File: src/rtl/fab_wb_arbiter.sv
// fab_wb_arbiter: merges the two FAB slot results onto the single regfile
// write port. Writes leave in program order. The older live slot bypasses
// straight to the port when nothing is queued. Everything else waits in a
// small circular queue, and back-pressure is asserted while the queue is full.

// Per-slot decode: a slot result is live only when sampled, written, valid
// and not targeting r0.
module fab_wb_slot_dec (
  input  logic [38:0] rfw,
  input  logic        en,
  output logic        live,
  output logic [4:0]  addr,
  output logic [31:0] data
);
  assign live = en & rfw[38] & rfw[37] & (rfw[36:32] != 5'd0);
  assign addr = rfw[36:32];
  assign data = rfw[31:0];
endmodule

module fab_wb_arbiter #(
  parameter int DEPTH = 2  // write-queue entries, 2..8
) (
  input  logic                       clk,
  input  logic                       rst,
  input  logic [38:0]                rfw_a,
  input  logic                       num_a,
  input  logic [38:0]                rfw_b,
  input  logic                       num_b,
  output logic                       wb_we,
  output logic [4:0]                 wb_addr,
  output logic [31:0]                wb_data,
  output logic                       stop,
  output logic [$clog2(DEPTH+1)-1:0] occ,
  output logic [15:0]                stall_cnt
);
  localparam int PW = $clog2(DEPTH);
  localparam int OW = $clog2(DEPTH+1);
  localparam int NUM_SLOTS = 2;

  typedef struct packed {
    logic [4:0]  addr;
    logic [31:0] data;
  } wb_ent_t;

  // Pointer increment that wraps at DEPTH. DEPTH need not be a power of two.
  function automatic logic [PW-1:0] ptr_inc(input logic [PW-1:0] p);
    return (p == PW'(DEPTH-1)) ? '0 : p + 1'b1;
  endfunction

  // Queue state
  wb_ent_t       mem [DEPTH];
  logic [PW-1:0] rd_ptr, wr_ptr, wr_ptr1;
  logic [OW-1:0] occ_q, occ_nxt;
  logic          full, empty, sample;

  // Slot decode
  logic [NUM_SLOTS-1:0][38:0] slot_rfw;
  logic [NUM_SLOTS-1:0]       slot_live;
  logic [NUM_SLOTS-1:0][4:0]  slot_addr;
  logic [NUM_SLOTS-1:0][31:0] slot_data;

  // Program-order view of the slots
  logic    a_older;
  logic    old_live, yng_live;
  wb_ent_t old_ent, yng_ent;

  // Per-cycle grant / queue control
  logic    grant, pop;
  wb_ent_t gnt_ent;
  logic [1:0] enq_n;
  wb_ent_t enq_e0, enq_e1;

  assign full  = (occ_q == OW'(DEPTH));
  assign empty = (occ_q == '0);
  // While full, the slot registers hold repeats, so their contents are ignored.
  // The reset cycle is also ignored.
  assign sample = ~full & ~rst;

  assign slot_rfw = {rfw_b, rfw_a};

  for (genvar i = 0; i < NUM_SLOTS; i++) begin : g_slot
    fab_wb_slot_dec u_dec (
      .rfw  (slot_rfw[i]),
      .en   (sample),
      .live (slot_live[i]),
      .addr (slot_addr[i]),
      .data (slot_data[i])
    );
  end

  // Tag 0 is older. On equal tags, slot A wins.
  assign a_older  = (num_a == num_b) | ~num_a;
  assign old_live = a_older ? slot_live[0] : slot_live[1];
  assign yng_live = a_older ? slot_live[1] : slot_live[0];
  assign old_ent  = a_older ? wb_ent_t'{slot_addr[0], slot_data[0]}
                            : wb_ent_t'{slot_addr[1], slot_data[1]};
  assign yng_ent  = a_older ? wb_ent_t'{slot_addr[1], slot_data[1]}
                            : wb_ent_t'{slot_addr[0], slot_data[0]};

  assign wr_ptr1 = ptr_inc(wr_ptr);

  // Grant selection: queue head, then older live slot, then younger live slot.
  // Anything not granted this cycle is queued in program order.
  always_comb begin
    grant   = 1'b0;
    pop     = 1'b0;
    gnt_ent = '0;
    enq_n   = 2'd0;
    enq_e0  = yng_ent;
    enq_e1  = yng_ent;
    if (!empty) begin
      grant   = 1'b1;
      pop     = 1'b1;
      gnt_ent = mem[rd_ptr];
      enq_n   = {1'b0, old_live} + {1'b0, yng_live};
      enq_e0  = old_live ? old_ent : yng_ent;
    end else if (old_live) begin
      grant   = 1'b1;
      gnt_ent = old_ent;
      enq_n   = {1'b0, yng_live};
    end else if (yng_live) begin
      grant   = 1'b1;
      gnt_ent = yng_ent;
    end
  end

  // Net change is at most +1 per sampled cycle, so occupancy stays <= DEPTH.
  assign occ_nxt = occ_q + OW'(enq_n) - OW'(pop);

  // Queue storage writes. The data holds no state that needs resetting.
  always_ff @(posedge clk) begin
    if (!rst) begin
      if (enq_n != 2'd0) mem[wr_ptr]  <= enq_e0;
      if (enq_n == 2'd2) mem[wr_ptr1] <= enq_e1;
    end
  end

  // Pointer and occupancy update. Reset discards everything queued.
  always_ff @(posedge clk) begin
    if (rst) begin
      rd_ptr <= '0;
      wr_ptr <= '0;
      occ_q  <= '0;
    end else begin
      if (pop) rd_ptr <= ptr_inc(rd_ptr);
      case (enq_n)
        2'd1:    wr_ptr <= wr_ptr1;
        2'd2:    wr_ptr <= ptr_inc(wr_ptr1);
        default: wr_ptr <= wr_ptr;
      endcase
      occ_q <= occ_nxt;
    end
  end

  // Saturating count of back-pressure cycles
  always_ff @(posedge clk) begin
    if (rst)
      stall_cnt <= '0;
    else if (full && stall_cnt != 16'hFFFF)
      stall_cnt <= stall_cnt + 16'd1;
  end

  // The port stays quiet while reset is clearing the queue.
  assign wb_we   = grant & ~rst;
  assign wb_addr = wb_we ? gnt_ent.addr : 5'd0;
  assign wb_data = wb_we ? gnt_ent.data : 32'd0;
  assign stop    = full;
  assign occ     = occ_q;

endmodule
File: config.mk
export PLATFORM = sky130hd
export DESIGN_NAME = fab_wb_arbiter
export DESIGN_NICKNAME = d
export VERILOG_FILES = /design/src/rtl/fab_wb_arbiter.sv
export SDC_FILE = /design/constraint.sdc
export NUM_CORES = 1
export LEC_CHECK = 0
export ABC_CLOCK_PERIOD_IN_PS = 13200
export BUFFER_PORTS_ARGS = -buffer_cell sky130_fd_sc_hd__buf_2
export CORE_MARGIN = 2
export CORE_UTILIZATION = 61
export CTS_BUF_LIST = sky130_fd_sc_hd__clkbuf_4 sky130_fd_sc_hd__clkbuf_8
export DETAILED_ROUTE_END_ITERATION = 16
export PLACE_DENSITY = 0.9
export REMOVE_ABC_BUFFERS = 1
export SYNTH_ARGS = -nofsm -noshare
export SYNTH_HDL_FRONTEND = slang
export SYNTH_SLANG_ARGS = --single-unit
File: constraint.sdc
create_clock -name clk -period 13.2 [get_ports clk]
set_input_delay 0.66 -clock clk [delete_from_list [all_inputs] [get_ports clk]]
set_output_delay 0.66 -clock clk [all_outputs]
set_load 0.05 [all_outputs]
==> impl_metrics.json <==
{
  "status": "completed",
  "start_util_pct": 62.1,
  "fp.dieW_um": 106,
  "synth_top_cell_by_area": "edfxtp_1",
  "rsz0062_at_grt": "false",
  "io_buffer_count": 138,
  "cts-resized-gates": 0,
  "clkLatencyLatePin_ns": 0.38,
  "ys_async_sr_fraction_pct": 0,
  "tightest_slew_ns": 1.16,
  "post_cts_buffers": 0,
  "yosys-top-cells-area": "edfxtp_1 35%, mux2i_1 17%, mux2_2 7.5%",
  "setup_viol_count_final": 0,
  "syn_area_per_cell_um2": 11.1,
  "cp.required_ns": 12.54,
  "final_cell_mix": "138 x buf_2, 110 x mux2i_1, 74 x edfxtp_1",
  "hold_violations": 0,
  "ant_nets": 0,
  "final_common_cell": "buf_2",
  "postCtsHoldBufs": 0,
  "cts_made_buffers": 9,
  "core-area_um2": 10200,
  "hpwl_mm": 10.9,
  "reg2reg_slack_ns": 9.13,
  "synth-edff-count": 74,
  "r2r_end": "mem[0][15]",
  "slew_headroom_pct": 22.2,
  "htreeDepth": 3,
  "vdd.ir_drop.worst_mv": 0.100,
  "cts_tree": "built",
  "drt-pass1-iter-count": 5,
  "drv_slew": 0,
  "layout_min_cycle_time_ns": 5.09,
  "antenna_found_initial": 0,
  "p_leak_nw": 3.06,
  "hp-class": "flip-flop to flip-flop",
  "dieHeight_um": 106,
  "first_iter_violations": 435,
  "synth_area_um2": 6320,
  "final_nets": 772,
  "cts-root-buf": "clkbuf_8",
  "grt_pass1_vias": 5596,
  "synth_seq_area_share_pct": 41.8,
  "globalRouteOverflowTotal": 0,
  "yosysWarnings": 0,
  "vias": 5421,
  "powerDensity_nw_per_um2": 141,
  "max_cap_violations": 0,
  "clk_pin_slew_ns": 0.08,
  "synth.distinct_cells": 44,
  "pin_count": 139,
  "clock.fmax_mhz": 196,
  "fillers": 737,
  "worstPathMaxFanout": 43,
  "crit_arrival_ns": 4.43,
  "drc": 0,
  "die_area_um2": 11200,
  "grt_first_pass_wirelength_mm": 27.0,
  "final_util_pct": 72.0,
  "crit_start": "num_b",
  "drive_gt1_share_pct": 31.4,
  "timing.rr.start": "occ[1]",
  "crit_end": "wb_addr[4]",
  "vias_per_cell": 6.56,
  "fin_tns_setup_ns": 0,
  "syn_to_final_growth_pct": 16.0,
  "cp-end-kind": "primary output",
  "wl_per_cell_um": 21.0,
  "grt_start_max_net_pins": 44,
  "clock_skew_ns": 0.0114,
  "num_antenna_cells": 0,
  "startpoint_type": "primary input",
  "ctsLongestPathBuffers": 2,
  "holdWs_ns": 0.514,
  "fin_crit_sh_pct": 38.6,
  "wirelength_mm": 17.3,
  "gr-usage-all-layers_pct": 30.6,
  "rows": 37,
  "finalWeightedCongestion": 0.837,
  "synth_top_area_share_pct": 35.1,
  "rr_worst_depth": 9,
  "synthCells": 572,
  "synth_seq_cells": 95,
  "cts.sinks": 95,
  "worstHoldStart": "stall_cnt[1]",
  "synth_ff_type": "edfxtp_1",
  "setup.worst_path.class": "primary input to primary output"
}
Yosys cell counts (2+ instances only):
cell      instances
buf_2             7
nor2_1           28
nand3_1           6
buf_4             3
mux2_2           42
nand4_1           6
xor2_1           10
nand4b_1          3
or3_1             3
ha_1              5
xnor2_1           4
mux2i_1         110
a21oi_1          14
edfxtp_1         74
nand2_1          50
nor2b_1           3
clkbuf_1         29
inv_1             4
nand3b_1          2
mux2_1           33
o31ai_4           2
buf_1             5
o221ai_1         37
dfxtp_1          21
a211oi_1          2
nor3_1            6
o21ai_0           2
and3_1           39
nand2b_1          5
nor4_1            3
critical path, stage by stage:
cell	delay [ns]
buf_2	0.12
nand2b_2	0.12
buf_4	0.57
nand3_1	0.22
o32a_2	0.67
nor2_1	0.27
inv_1	0.06
ha_1	0.19
a21oi_2	0.66
buf_4	0.36
and3_1	0.24
buf_2	0.28
flip-flops by register name, indices dropped and copies added, names as in the netlist, named ones only:
register,count
mem,74
stall_cnt,16
rd_ptr,1
occ,2
wr_ptr,1
per-layer routing:
metal,GRT usage [%],routed length [um],up-vias
met3,6.99,1440,51
met4,14.3,492,0
li1,-,-,2416
met5,0,0,-
met1,35.8,6630,2666
met2,53.2,8770,288
metrics by stage:
stage / cells / setup WS, ns / cell area [um^2] / power (W)
after floorplan: 528 / 6.71 / 6140 / 0.000690
after global placement: 810 / 8.21 / 7100 / 0.000793
after detailed placement: 810 / 8.03 / 7100 / 0.000808
after CTS: 826 / 8.19 / 7330 / 0.00103
after global routing: 826 / 7.95 / 7330 / 0.00107
final: 826 / 8.11 / 7330 / 0.00103
power by group:
group	internal, W	switching [W]	total (W)
clock	0.000117	0.000105	0.000222
sequential	0.000342	0.0000227	0.000365
combinational	0.000155	0.000292	0.000447
worst min path at each step:
stage	to	slack [ns]	cells after the start
global placement	stall_cnt[1]	0.48	2
global route	stall_cnt[1]	0.58	2
floorplan	flip-flop	0.48	2
finish	stall_cnt[1]	0.51	2
detailed placement	stall_cnt[1]	0.51	2
CTS	stall_cnt[1]	0.53	2
cell families (layout without fill, tap and decap cells):
group	after synthesis	count (layout)	share of synthesized area [%]
multiplexers	185	185	30.8
AND/OR/NAND/NOR	160	160	13.0
flip-flops	95	95	41.8
AO/OA/AOI/OAI	65	65	8.39
buffers and inverters	48	166	3.17
XOR/XNOR	14	14	1.94
adder cells (fa/ha/maj)	5	5	0.989
area by class of cell:
class	instances	area, um^2	share of cell area (%)
inverter	4	15.0	0.205
clock buffer	11	151	2.06
clock inverter	5	80.1	1.09
timing repair buffer	146	751	10.2
multi-input combinational	429	3520	48.0
tap	136	170	2.32
sequential	95	2640	36.1
Note: power is estimated with default switching activity, not from simulation.
